### src/rtl/path_delay_probe_pkg.sv
// Shared types and constants for the ring-oscillator path delay probe.
package path_delay_probe_pkg;

    typedef enum logic [2:0] {
        IDLE    = 3'd0,
        SETTLE  = 3'd1,
        MEASURE = 3'd2,
        DRAIN   = 3'd3,
        DONE    = 3'd4
    } probe_state_e;

    localparam int unsigned DRAIN_CYCLES = 2;

    // One bit of headroom above the largest phase length.
    function automatic int unsigned timer_width(input int unsigned settle,
                                                input int unsigned window);
        int unsigned m;
        m = (settle > window) ? settle : window;
        return $clog2(m) + 1;
    endfunction

endpackage

### src/rtl/path_delay_probe_if.sv
// Host-side handshake bundle: start request, busy flag and the valid/ready result.
interface path_delay_probe_if #(
    parameter int unsigned CNT_W = 16
);
    logic             start;
    logic             busy;
    logic [CNT_W-1:0] count;
    logic             sat;
    logic             valid;
    logic             ready;

    modport master (output start, ready, input busy, count, sat, valid);
    modport slave  (input start, ready, output busy, count, sat, valid);
endinterface

### src/rtl/path_delay_probe_sync_edge_det.sv
// Two-flop synchronizer plus an edge flop; flags a rising edge of the synchronized input.
module sync_edge_det (
    input  logic clk,
    input  logic rst,
    input  logic async_in,
    output logic rise
);
    logic s1_q, s2_q, s3_q;

    always_ff @(posedge clk) begin
        if (rst) begin
            s1_q <= 1'b0;
            s2_q <= 1'b0;
            s3_q <= 1'b0;
        end else begin
            s1_q <= async_in;
            s2_q <= s1_q;
            s3_q <= s2_q;
        end
    end

    assign rise = s2_q & ~s3_q;
endmodule

### src/rtl/path_delay_probe.sv
// Closes the delay path into a ring, lets it settle, then counts its edges over a fixed window.
module path_delay_probe
    import path_delay_probe_pkg::*;
#(
    parameter int unsigned SETTLE_CYCLES = 16,
    parameter int unsigned WINDOW_CYCLES = 1024,
    parameter int unsigned CNT_W         = 16
) (
    input  logic              clk,
    input  logic              rst,
    path_delay_probe_if.slave host,
    output logic              ro_en,
    input  logic              ro_in
);
    localparam int unsigned TMR_W = timer_width(SETTLE_CYCLES, WINDOW_CYCLES);
    localparam logic [TMR_W-1:0] SETTLE_LOAD = TMR_W'(SETTLE_CYCLES - 1);
    localparam logic [TMR_W-1:0] WINDOW_LOAD = TMR_W'(WINDOW_CYCLES - 1);
    localparam logic [TMR_W-1:0] DRAIN_LOAD  = TMR_W'(DRAIN_CYCLES - 1);
    localparam logic [CNT_W-1:0] CNT_MAX     = '1;

    probe_state_e     state_q;
    logic [TMR_W-1:0] timer_q;
    logic [CNT_W-1:0] count_q;
    logic             sat_q;
    logic             valid_q;
    logic             busy_q;
    logic             ro_en_q;
    logic             rise;

    sync_edge_det u_sync (
        .clk      (clk),
        .rst      (rst),
        .async_in (ro_in),
        .rise     (rise)
    );

    always_ff @(posedge clk) begin
        if (rst) begin
            state_q <= IDLE;
            timer_q <= '0;
            count_q <= '0;
            sat_q   <= 1'b0;
            valid_q <= 1'b0;
            busy_q  <= 1'b0;
            ro_en_q <= 1'b0;
        end else begin
            case (state_q)
                IDLE: begin
                    if (host.start) begin
                        ro_en_q <= 1'b1;
                        busy_q  <= 1'b1;
                        timer_q <= SETTLE_LOAD;
                        state_q <= SETTLE;
                    end
                end
                SETTLE: begin
                    if (timer_q == '0) begin
                        count_q <= '0;
                        sat_q   <= 1'b0;
                        timer_q <= WINDOW_LOAD;
                        state_q <= MEASURE;
                    end else begin
                        timer_q <= timer_q - TMR_W'(1);
                    end
                end
                MEASURE: begin
                    // A rise arriving with the count already full is dropped and flagged.
                    if (rise) begin
                        if (count_q == CNT_MAX) begin
                            sat_q <= 1'b1;
                        end else begin
                            count_q <= count_q + CNT_W'(1);
                        end
                    end
                    if (timer_q == '0) begin
                        ro_en_q <= 1'b0;
                        timer_q <= DRAIN_LOAD;
                        state_q <= DRAIN;
                    end else begin
                        timer_q <= timer_q - TMR_W'(1);
                    end
                end
                DRAIN: begin
                    // The phase timer is reused to space out the drain cycles.
                    if (timer_q == '0) begin
                        valid_q <= 1'b1;
                        state_q <= DONE;
                    end else begin
                        timer_q <= timer_q - TMR_W'(1);
                    end
                end
                DONE: begin
                    if (host.ready) begin
                        valid_q <= 1'b0;
                        busy_q  <= 1'b0;
                        state_q <= IDLE;
                    end
                end
                default: state_q <= IDLE;
            endcase
        end
    end

    assign host.count = count_q;
    assign host.sat   = sat_q;
    assign host.valid = valid_q;
    assign host.busy  = busy_q;
    assign ro_en      = ro_en_q;
endmodule

### src/flat_wrapper.sv
// flat-port wrapper written by rule: the top's interface ports become plain ports
module path_delay_probe_flat import path_delay_probe_pkg::*;
#(
    parameter int unsigned SETTLE_CYCLES = 16,
    parameter int unsigned WINDOW_CYCLES = 1024,
    parameter int unsigned CNT_W         = 16
)
  (clk, rst, ro_en, ro_in, host_start, host_ready, host_busy, host_count, host_sat, host_valid);
  path_delay_probe_if #(.CNT_W(CNT_W)) host_i ();
  input  logic clk;
  input  logic rst;
  output logic ro_en;
  input  logic ro_in;
  input wire logic [$bits(host_i.start)-1:0] host_start;
  input wire logic [$bits(host_i.ready)-1:0] host_ready;
  output wire logic [$bits(host_i.busy)-1:0] host_busy;
  output wire logic [$bits(host_i.count)-1:0] host_count;
  output wire logic [$bits(host_i.sat)-1:0] host_sat;
  output wire logic [$bits(host_i.valid)-1:0] host_valid;
  assign host_i.start = host_start;
  assign host_i.ready = host_ready;
  assign host_busy = host_i.busy;
  assign host_count = host_i.count;
  assign host_sat = host_i.sat;
  assign host_valid = host_i.valid;
  path_delay_probe #(.SETTLE_CYCLES(SETTLE_CYCLES), .WINDOW_CYCLES(WINDOW_CYCLES), .CNT_W(CNT_W)) u_core (.clk(clk), .rst(rst), .host(host_i), .ro_en(ro_en), .ro_in(ro_in));
endmodule
### config.mk
export PLATFORM = sky130hd
export DESIGN_NAME = path_delay_probe_flat
export DESIGN_NICKNAME = d
export VERILOG_FILES = /design/src/rtl/path_delay_probe_pkg.sv /design/src/rtl/path_delay_probe_if.sv /design/src/rtl/path_delay_probe_sync_edge_det.sv /design/src/rtl/path_delay_probe.sv /design/src/flat_wrapper.sv
export SDC_FILE = /design/constraint.sdc
export NUM_CORES = 1
export LEC_CHECK = 0
export BUFFER_PORTS_ARGS = -buffer_cell sky130_fd_sc_hd__buf_2
export CAP_MARGIN = 20
export CORE_MARGIN = 5
export CORE_UTILIZATION = 40
export CTS_CLUSTER_DIAMETER = 40
export DETAILED_ROUTE_END_ITERATION = 8
export PLACE_DENSITY = 0.57
export SLEW_MARGIN = 20
export SYNTH_ARGS = -nofsm -noshare
export SYNTH_HDL_FRONTEND = slang
export SYNTH_SLANG_ARGS = --single-unit
### constraint.sdc
create_clock -name clk -period 4.7 [get_ports clk]
set_input_delay 0.47 -clock clk [delete_from_list [all_inputs] [get_ports clk]]
set_output_delay 0.47 -clock clk [all_outputs]
set_load 0.005 [all_outputs]
==> results of run 1 <==
## registers in the layout, indices dropped and copies added, names as in the netlist
signal and count:
u_core.host.busy 1, u_core.host.valid 1, u_core.state_q 3, u_core.timer_q 11, u_core.u_sync.s3_q 1, u_core.ro_en 1
u_core.u_sync.s2_q 1, u_core.host.count 16, u_core.u_sync.s1_q 1, u_core.host.sat 1
## logic make-up (layout without fill, tap and decap cells)
| kind of cell | after synthesis | after routing | share of synthesized area |
|---|---|---|---|
| and+or+nand+nor | 122 | 122 | 0.361 |
| AOI/OAI and AO/OA | 49 | 49 | 0.154 |
| DFF | 37 | 37 | 0.370 |
| buffers and inverters | 18 | 37 | 0.0419 |
| xor gates and xnor gates | 10 | 10 | 0.0438 |
| adders and majority gates | 3 | 3 | 0.0188 |
| muxes | 2 | 2 | 0.0100 |
## worst min-delay path by stage
| stage | slack, ps | to | start |
|---|---|---|---|
| 2_1_floorplan | 410 | u_core.u_sync.s2_q | u_core.u_sync.s1_q |
| 3_3_place_gp | 420 | u_core.u_sync.s2_q | u_core.u_sync.s1_q |
| 3_5_place_dp | 430 | u_core.u_sync.s2_q | u_core.u_sync.s1_q |
| 4_1_cts | 380 | u_core.u_sync.s1_q | ro_in |
| 5_1_grt | 420 | u_core.u_sync.s1_q | ro_in |
| 6_report | 390 | u_core.u_sync.s1_q | ro_in |
## worst max-delay path: cells and delay by family (launching register included)
kind | cells | cell delay [ps]
buf+inv | 1 | 130
fa+ha+maj | 1 | 160
compound gates | 1 | 170
simple gates | 4 | 1480
flops | 1 | 320
## layer usage
layer  wire length, um  part of all wire  track usage  vias to the layer above
li1                  -                 -            -                      911
met1              2260              0.51        0.205                      823
met2              1950              0.44        0.211                       36
met3               191             0.043       0.0370                        4
met4                44            0.0099       0.0507                        0
met5                 0                 0            0                        -
## layout make-up
class | count | area share
multi-input cells | 186 | 0.526
flip-flops and latches | 37 | 0.332
repair buffers | 24 | 0.0538
well taps | 67 | 0.0376
clock buffers | 6 | 0.0370
inverters | 6 | 0.0101
clock inverters | 1 | 0.00336
## power by group through the flow
stage | Combinational, mW | Clock [mW] | Sequential [mW]
floorplan | 0.243 | 0 | 0.367
global placement | 0.266 | 0 | 0.383
detailed placement | 0.267 | 0 | 0.384
CTS | 0.268 | 0.239 | 0.377
global route | 0.298 | 0.250 | 0.382
finish | 0.267 | 0.229 | 0.376
## layout by cell type, fill, tap and decap left out, types with 3 or more instances in the layout
cell type,instances
dfxtp_1,37
nor2_1,35
buf_2,24
a21oi_1,22
nand2_1,15
nor3_1,15
xnor2_1,10
nand3_1,9
o21ai_0,7
inv_1,6
nand4_1,6
clkbuf_8,6
or2_2,5
a211oi_1,4
nor4_1,4
nand2b_1,4
o22ai_1,4
or3b_2,3
nor4_4,3
or3_1,3
nor2b_1,3
ha_1,3
## metrics by stage
step	area, um2	utilization	total power [mW]
6_report	2230	0.466	0.873
3_3_place_gp	2140	0.448	0.649
3_5_place_dp	2140	0.448	0.651
5_1_grt	2230	0.466	0.930
4_1_cts	2230	0.466	0.883
2_1_floorplan	2000	-	0.610
==> results.py, run 1 <==
metrics = {
    "clock_network": {
        "htree_num_levels": 2,
        "clockRootBuffer": "clkbuf_8",
        "cts_tree": "built",
        "cts_buffer_depth": 2,
        "hold_buffers": 0,
        "clock-sinks": 37,
        "cts_resized": 0,
        "clkLatencyLatePin_ps": 290,
        "numCtsBuffers": 5,
        "postCtsSetupRepairBufs": 0,
        "cts.clk_slew.worst_paths_ps": 80,
    },
    "worst_setup_path": {
        "rr_endpoint": "u_core.host.count[0]",
        "r2r-start": "u_core.timer_q[0]",
        "cp_cell_sequence": "inv_1, ha_1, or4b_1, nor4_4, or2_2, nor2_1, a22o_1",
        "crit_arrival_ps": 2540,
        "worst-setup-path-type": "reg2reg",
        "cp-start-kind": "register",
        "cp_slowest_stage_delay_ps": 640,
        "crit_slowest_cell": "or4b_1",
        "startpoint": "u_core.timer_q[0]",
        "crit_fanout": 12,
        "rrSetupSlack_ps": 2350,
        "critPathRequiredTime_ps": 4890,
        "worst_setup_path_end_kind": "register",
        "worstRegToRegCells": 7,
        "cp-endpoint": "u_core.host.count[0]",
    },
    "global_route": {
        "grt_pass1_vias": 1602,
        "grt_use_total": 0.145,
        "grt_max_degree": 29,
        "antenna_found_initial": 0,
        "grt_pass1_wl_um": 7460,
        "grt_overflow": 0,
    },
    "timing": {
        "period_share": 0.500,
        "setup_viol": 0,
        "worst_pin_slew_ps": 716,
        "finalCriticalPeriod_ps": 2350,
        "report.final.slew_viol_count": 0,
        "hold_viol_final": 0,
        "fmax_mhz": 426,
        "finClkSkew_ps": 6.05,
        "fin_setup_tns_ps": 0,
        "relSlewSlack": 0.519,
        "rsz0062_at_grt": "no",
        "setup_slack_ps": 2350,
        "whs_ps": 390,
    },
    "final_layout": {
        "n_antenna_cell": 0,
        "drive_above_1_share": 0.192,
        "instances_no_fill": 327,
        "areaGrowthSynthToFinish_pct": 11.6,
        "regArea_um2": 741,
        "multi_input_area_um2": 1170,
        "n_fill_cell": 484,
        "fin_nets": 268,
    },
    "die": {
        "start_util": 0.418,
        "ioPinCount": 25,
        "die_y_um": 80.7,
        "core_area_um2": 4790,
        "die_area_um2": 6510,
        "rows": 25,
        "die-width_um": 80.7,
    },
    "pwr": {
        "irDropWorstVdd_mv": 0.272,
        "cellPowerDensity_nw_per_um2": 391,
        "seq_power_share": 0.431,
        "p_switching_mw": 0.315,
        "swShare": 0.361,
        "intPower_mw": 0.558,
        "leakage_nw": 0.828,
        "pwr-share-clk": 0.263,
        "combPwrFrac": 0.306,
    },
    "drt": {
        "antenna_left": 0,
        "drt-total-wl_um": 4440,
        "vias_per_cell": 5.43,
        "firstDrtPassIters": 4,
        "vias": 1774,
        "routedWlPerCell_um": 13.6,
        "route.detailed.drc": 0,
        "first_iter_violations": 82,
    },
    "yosys": {
        "synth_seq_cells": 37,
        "dominantRegCellSynth": "dfxtp_1",
        "avgSynthCellArea_um2": 8.30,
        "synth_top_cell_by_area": "dfxtp_1",
        "ys_seq_area_frac": 0.370,
        "synth_area_um2": 2000,
        "yosysWarnings": 0,
        "ys_types": 47,
        "synth_edf_count": 0,
        "syn-num-nets": 249,
        "synth_common_cells": "dfxtp_1 (37), nor2_1 (35), a21oi_1 (22), nand2_1 (15), nor3_1 (15)",
        "synthMostInstantiatedCell": "dfxtp_1",
        "synthCells": 241,
        "synth_area_leaders": "dfxtp_1 (37%), nor2_1 (6.6%), a21oi_1 (5.5%), xnor2_1 (4.4%), nor3_1 (3.8%)",
        "ys_async_sr_fraction": 0,
        "synth_top_area_frac": 0.370,
    },
    "placed_design": {
        "placedCellCount": 320,
        "dpl_worst_slack_ps": 2330,
        "port_buffers": 24,
        "dp_hpwl_um": 3140,
        "place.gp.congestion": 0.788,
    },
    "worst_hold_path": {
        "hold_path_depth": 2,
        "hold_class": "in2reg",
    },
    "job": {
        "cap_violations": 0,
    },
    "outcome": {
        "outcome": "finished clean",
    },
}
(Power assumes the default switching activity.)
==> inputs of run 2 (changes only) <==
- ABC_AREA: default -> 1
- PLACE_DENSITY: 0.57 -> 0.56
- clock period: 4.7 -> 2.4 ns (I/O delays scaled with it)
==> results.py, run 2 <==
metrics = {
    "global_route": {
        "antenna_found_initial": 0,
        "grt_pass1_wl_um": 9630,
        "grt_pass1_vias": 2111,
        "grt_overflow": 0,
        "grt_use_total": 0.162,
        "grt_max_degree": 27,
    },
    "final_layout": {
        "drive_above_1_share": 0.199,
        "layout_commonest_cell": "nand2_1",
        "fin_nets": 379,
        "largest_reg_flops": 16,
        "final_cell_mix": "nand2_1 (89), nor2_1 (50), dfxtp_1 (37), inv_1 (35), nand3_1 (30)",
        "n_antenna_cell": 0,
        "fin_util": 0.461,
        "areaGrowthSynthToFinish_pct": 12.9,
    },
    "placed_design": {
        "dpl_worst_slack_ps": 499,
        "place.gp.congestion": 0.853,
        "port_buffers": 24,
        "dp_hpwl_um": 4040,
    },
    "die": {
        "ioPinCount": 25,
        "core_area_um2": 5470,
        "rows": 27,
        "start_util": 0.408,
        "die-width_um": 84.7,
        "die_y_um": 84.7,
        "die_area_um2": 7180,
    },
    "yosys": {
        "synth_area_leaders": "dfxtp_1 (33%), nand2_1 (15%), nor2_1 (8.4%), nand3_1 (6.7%), inv_1 (5.9%)",
        "synth_top_cell_by_area": "dfxtp_1",
        "synth_common_cells": "nand2_1 (89), nor2_1 (50), dfxtp_1 (37), inv_1 (35), nand3_1 (30)",
        "avgSynthCellArea_um2": 6.51,
        "dominantRegCellSynth": "dfxtp_1",
        "ys_types": 32,
        "syn-num-nets": 351,
        "ys_async_sr_fraction": 0,
        "synth_area_um2": 2230,
        "yosysWarnings": 0,
        "synth_seq_cells": 37,
        "synth_top_area_frac": 0.331,
        "synthMostInstantiatedCell": "nand2_1",
        "synth_edf_count": 0,
        "synthCells": 343,
        "ys_seq_area_frac": 0.331,
    },
    "pwr": {
        "combPwrFrac": 0.469,
        "seq_power_share": 0.335,
        "p_switching_mw": 1.07,
        "finalPower_mw": 2.34,
        "cellPowerDensity_nw_per_um2": 927,
        "irDropWorstVdd_mv": 0.300,
        "pwr-share-clk": 0.196,
        "intPower_mw": 1.27,
        "leakage_nw": 1.11,
        "swShare": 0.455,
    },
    "worst_setup_path": {
        "startpoint": "u_core.state_q[0]",
        "crit_fanout": 17,
        "r2r-start": "u_core.state_q[0]",
        "critPathRequiredTime_ps": 2590,
        "worstRegToRegCells": 8,
        "crit_slowest_cell": "dfxtp_1",
        "crit_family": "simple AND/OR/NAND/NOR gates",
        "cp_slowest_stage_delay_ps": 370,
        "worst_setup_path_end_kind": "register",
        "path_common_cell": "nand2_1",
        "worst-setup-path-type": "reg2reg",
        "crit_buf_inv": 1,
        "cp-start-kind": "register",
        "crit_arrival_ps": 2060,
        "rrSetupSlack_ps": 530,
        "cp_cell_sequence": "nor2_2, nand2_1, nor3_2, nand2_2, nand2_4, clkinv_2, nand2_1, a21oi_2",
        "rr_endpoint": "u_core.host.count[6]",
    },
    "timing": {
        "setup_viol": 0,
        "period_share": 0.781,
        "fmax_mhz": 534,
        "setup_slack_ps": 526,
        "finalCriticalPeriod_ps": 1870,
        "rsz0062_at_grt": "no",
        "finClkSkew_ps": 15.6,
        "worst_pin_slew_ps": 364,
        "hold_viol_final": 0,
        "fin_setup_tns_ps": 0,
        "whs_ps": 137,
        "relSlewSlack": 0.757,
        "report.final.slew_viol_count": 0,
    },
    "worst_hold_path": {
        "hold_class": "in2reg",
        "hold_path.startpoint": "ro_in",
        "worstHoldEndpoint": "u_core.u_sync.s1_q",
        "hold_path_depth": 3,
    },
    "drt": {
        "vias_per_cell": 4.88,
        "first_iter_violations": 62,
        "route.detailed.drc": 0,
        "firstDrtPassIters": 4,
        "drt-total-wl_um": 5360,
        "routedWlPerCell_um": 12.1,
        "vias": 2168,
        "antenna_left": 0,
    },
    "clock_network": {
        "htree_num_levels": 2,
        "cts_buffer_depth": 2,
        "clock-sinks": 37,
        "clkLatencyLatePin_ps": 300,
        "cts_resized": 0,
        "numCtsBuffers": 5,
        "hold_buffers": 0,
        "clockRootBuffer": "clkbuf_8",
        "cts.clk_slew.worst_paths_ps": 90,
        "cts_tree": "built",
        "postCtsSetupRepairBufs": 0,
    },
    "job": {
        "cap_violations": 0,
    },
    "outcome": {
        "outcome": "finished clean",
    },
}
[run 2: changes by cell type after synthesis, moves of 6 or more]
cell,before,now
nand3_1,9,30
inv_2,0,6
a21oi_2,1,10
xnor2_1,10,2
nor2_1,35,50
nor3_1,15,1
nor2_2,0,6
nand2_2,0,8
nand2_1,15,89
inv_1,6,35
[run 2: power groups by stage]
stage | Sequential (mW) | Combinational [mW] | Clock [mW]
floorplan | 0.775 | 0.910 | 0
global placement | 0.797 | 1.11 | 0
detailed placement | 0.797 | 1.10 | 0
CTS | 0.783 | 1.11 | 0.478
global route | 0.798 | 1.27 | 0.511
finish | 0.783 | 1.10 | 0.460
[run 2: kinds of logic (layout without fill, tap and decap cells)]
family	count (synthesis)	after routing	synth area share
and+or+nand+nor	203	203	0.415
AOI/OAI and AO/OA	47	47	0.128
buffers and inverters	47	76	0.0845
DFF	37	37	0.331
xor gates and xnor gates	6	6	0.0235
adders and majority gates	3	3	0.0168
[run 2: worst max path at each step]
| stage | endpoint | slack [ps] | depth (start not counted) |
|---|---|---|---|
| floorplan | u_core.host.count[5] | 800 | 9 |
| finish | u_core.host.count[6] | 530 | 8 |
| detailed placement | u_core.host.count[6] | 500 | 8 |
| global placement | u_core.host.count[6] | 510 | 8 |
| CTS | u_core.host.count[6] | 480 | 8 |
| global route | u_core.host.count[7] | 250 | 8 |
[run 2: per-layer routing]
| layer | vias up | track usage | part of all wire |
|---|---|---|---|
| met5 | - | 0 | 0 |
| met1 | 990 | 0.195 | 0.46 |
| met4 | 0 | 0.0561 | 0.0090 |
| met3 | 4 | 0.0343 | 0.022 |
| met2 | 24 | 0.284 | 0.51 |
| li1 | 1150 | - | - |
[run 2: worst reg2reg max path, cell delays in order (launching register included)]
cell and delay, ps:
dfxtp_1 370, nor2_2 190, nand2_1 260, nor3_2 250
nand2_2 120, nand2_4 220, clkinv_2 200, nand2_1 110
a21oi_2 50
[run 2: layout make-up]
cell class                      instances  area [um2]
Clock buffer                            5        68.8
Fill cell                             614        2950
Inverter                               42         159
Clock inverter                          3        25.0
Tap cell                               72        90.1
Multi-Input combinational cell        259        1310
Sequential cell                        37         741
Timing Repair Buffer                   26         135
[run 2: per-stage QoR]
| stage | area (um2) | instances |
|---|---|---|
| 2_1_floorplan | 2230 | 343 |
| 3_3_place_gp | 2430 | 436 |
| 3_5_place_dp | 2430 | 436 |
| 4_1_cts | 2520 | 444 |
| 5_1_grt | 2520 | 444 |
| 6_report | 2520 | 444 |
==> inputs of run 3 (changes only) <==
- clock period: 2.4 -> 1.9 ns (I/O delays scaled with it)
==> results.py, run 3 (same netlist as run 2, synthesis figures left out) <==
metrics = {
    "global_route": {
        "grt_max_degree": 27,
        "grt_pass1_wl_um": 9380,
        "antenna_found_initial": 0,
        "grt_overflow": 0,
        "grt_use_total": 0.161,
        "grt_pass1_vias": 2002,
    },
    "drt": {
        "drt-total-wl_um": 5530,
        "antenna_left": 0,
        "routedWlPerCell_um": 12.1,
        "first_iter_violations": 110,
        "vias_per_cell": 4.81,
        "route.detailed.drc": 0,
        "vias": 2196,
        "firstDrtPassIters": 4,
    },
    "pwr": {
        "cellPowerDensity_nw_per_um2": 1160,
        "finalPower_mw": 3.05,
        "leakage_nw": 1.17,
        "irDropWorstVdd_mv": 0.501,
    },
    "die": {
        "start_util": 0.408,
        "die_y_um": 84.7,
        "die-width_um": 84.7,
        "core_area_um2": 5470,
        "die_area_um2": 7180,
        "ioPinCount": 25,
        "rows": 27,
    },
    "clock_network": {
        "clkLatencyLatePin_ps": 290,
        "cts.clk_slew.worst_paths_ps": 80,
        "htree_num_levels": 2,
        "cts_buffer_depth": 2,
        "clockRootBuffer": "clkbuf_8",
        "numCtsBuffers": 5,
        "cts_tree": "built",
        "clock-sinks": 37,
    },
    "final_layout": {
        "largest_reg_flops": 16,
        "layout_commonest_cell": "nand2_1",
        "n_fill_cell": 602,
        "fin_util": 0.483,
        "stdcell_area_um2": 2640,
        "areaGrowthSynthToFinish_pct": 18.3,
        "n_antenna_cell": 0,
        "instances_no_fill": 457,
        "fin_nets": 392,
        "final_cell_mix": "nand2_1 (88), nor2_1 (49), dfxtp_1 (37), inv_1 (35), nand3_1 (30)",
        "drive_above_1_share": 0.231,
    },
    "timing": {
        "setup_viol": 0,
        "relSlewSlack": 0.770,
        "worst_pin_slew_ps": 344,
        "hold_viol_final": 0,
        "finClkSkew_ps": 4.38,
        "rsz0062_at_grt": "no",
        "report.final.slew_viol_count": 0,
        "fmax_mhz": 584,
        "setup_slack_ps": 186,
        "finalCriticalPeriod_ps": 1710,
        "period_share": 0.902,
        "whs_ps": 92.2,
        "fin_setup_tns_ps": 0,
    },
    "worst_setup_path": {
        "crit_fanout": 11,
        "rrSetupSlack_ps": 190,
        "crit_arrival_ps": 1950,
        "worst_setup_path_end_kind": "register",
        "cp-start-kind": "register",
        "worstRegToRegCells": 11,
        "rr_endpoint": "u_core.host.count[6]",
        "r2r-start": "u_core.timer_q[0]",
        "critPathRequiredTime_ps": 2130,
        "startpoint": "u_core.timer_q[0]",
        "worst-setup-path-type": "reg2reg",
    },
    "worst_hold_path": {
        "hold_path_depth": 3,
        "hold_class": "in2reg",
        "worstHoldEndpoint": "u_core.u_sync.s1_q",
        "hold_path.startpoint": "ro_in",
    },
    "job": {
        "cap_violations": 0,
    },
    "outcome": {
        "outcome": "finished clean",
    },
    "placed_design": {
        "place.gp.congestion": 0.844,
        "dpl_worst_slack_ps": 145,
        "dp_hpwl_um": 4170,
        "port_buffers": 24,
        "placedCellCount": 449,
        "placed_cell_area_um2": 2530,
    },
}
==> run 3: repair_timing <==
action,4_1_cts,5_1_grt
hold buffers,0,0
resized for setup,0,6
buffers inserted,0,0
setup endpoints to repair,0,17
==> run 3: final cells by class <==
type	instances	area, um2	area share
inverter	42	160	0.0606
clock buffer	5	68.8	0.0260
clock inverter	3	22.5	0.00852
multi-input combinational	259	1330	0.503
sequential	37	741	0.280
timing repair buffer	39	233	0.0880
tap	72	90.1	0.0341
==> run 3: layer usage <==
layer / routed length [um] / track usage / vias up / part of all wire
met2: 2680 / 0.277 / 43 / 0.48
met1: 2590 / 0.200 / 968 / 0.47
met4: 51 / 0.0547 / 0 / 0.0092
met5: 0 / 0 / - / 0
li1: - / - / 1181 / -
met3: 204 / 0.0324 / 4 / 0.037
==> run 3: worst max path at each step <==
| stage | to |
|---|---|
| final | u_core.host.count[6] |
| after global routing | u_core.host.count[7] |
| after CTS | u_core.timer_q[2] |
| after detailed placement | u_core.timer_q[3] |
| after global placement | u_core.host.count[6] |
| after floorplan | u_core.host.count[5] |
==> run 3: report_power, final <==
part	switching [mW]	total (mW)	internal [mW]
Clock	0.313	0.571	0.257
Combinational	0.974	1.50	0.526
Sequential	0.103	0.983	0.880
==> run 3: critical path, cell delays in order, from the launching register on <==
cell     delay, ps
dfxtp_1        330
inv_1          130
ha_1           160
inv_1           30
nor2_1          70
nand2_1         80
inv_2          100
nand3_4        170
nand2_8        170
buf_4          200
nand3_2         80
a21oi_2        110
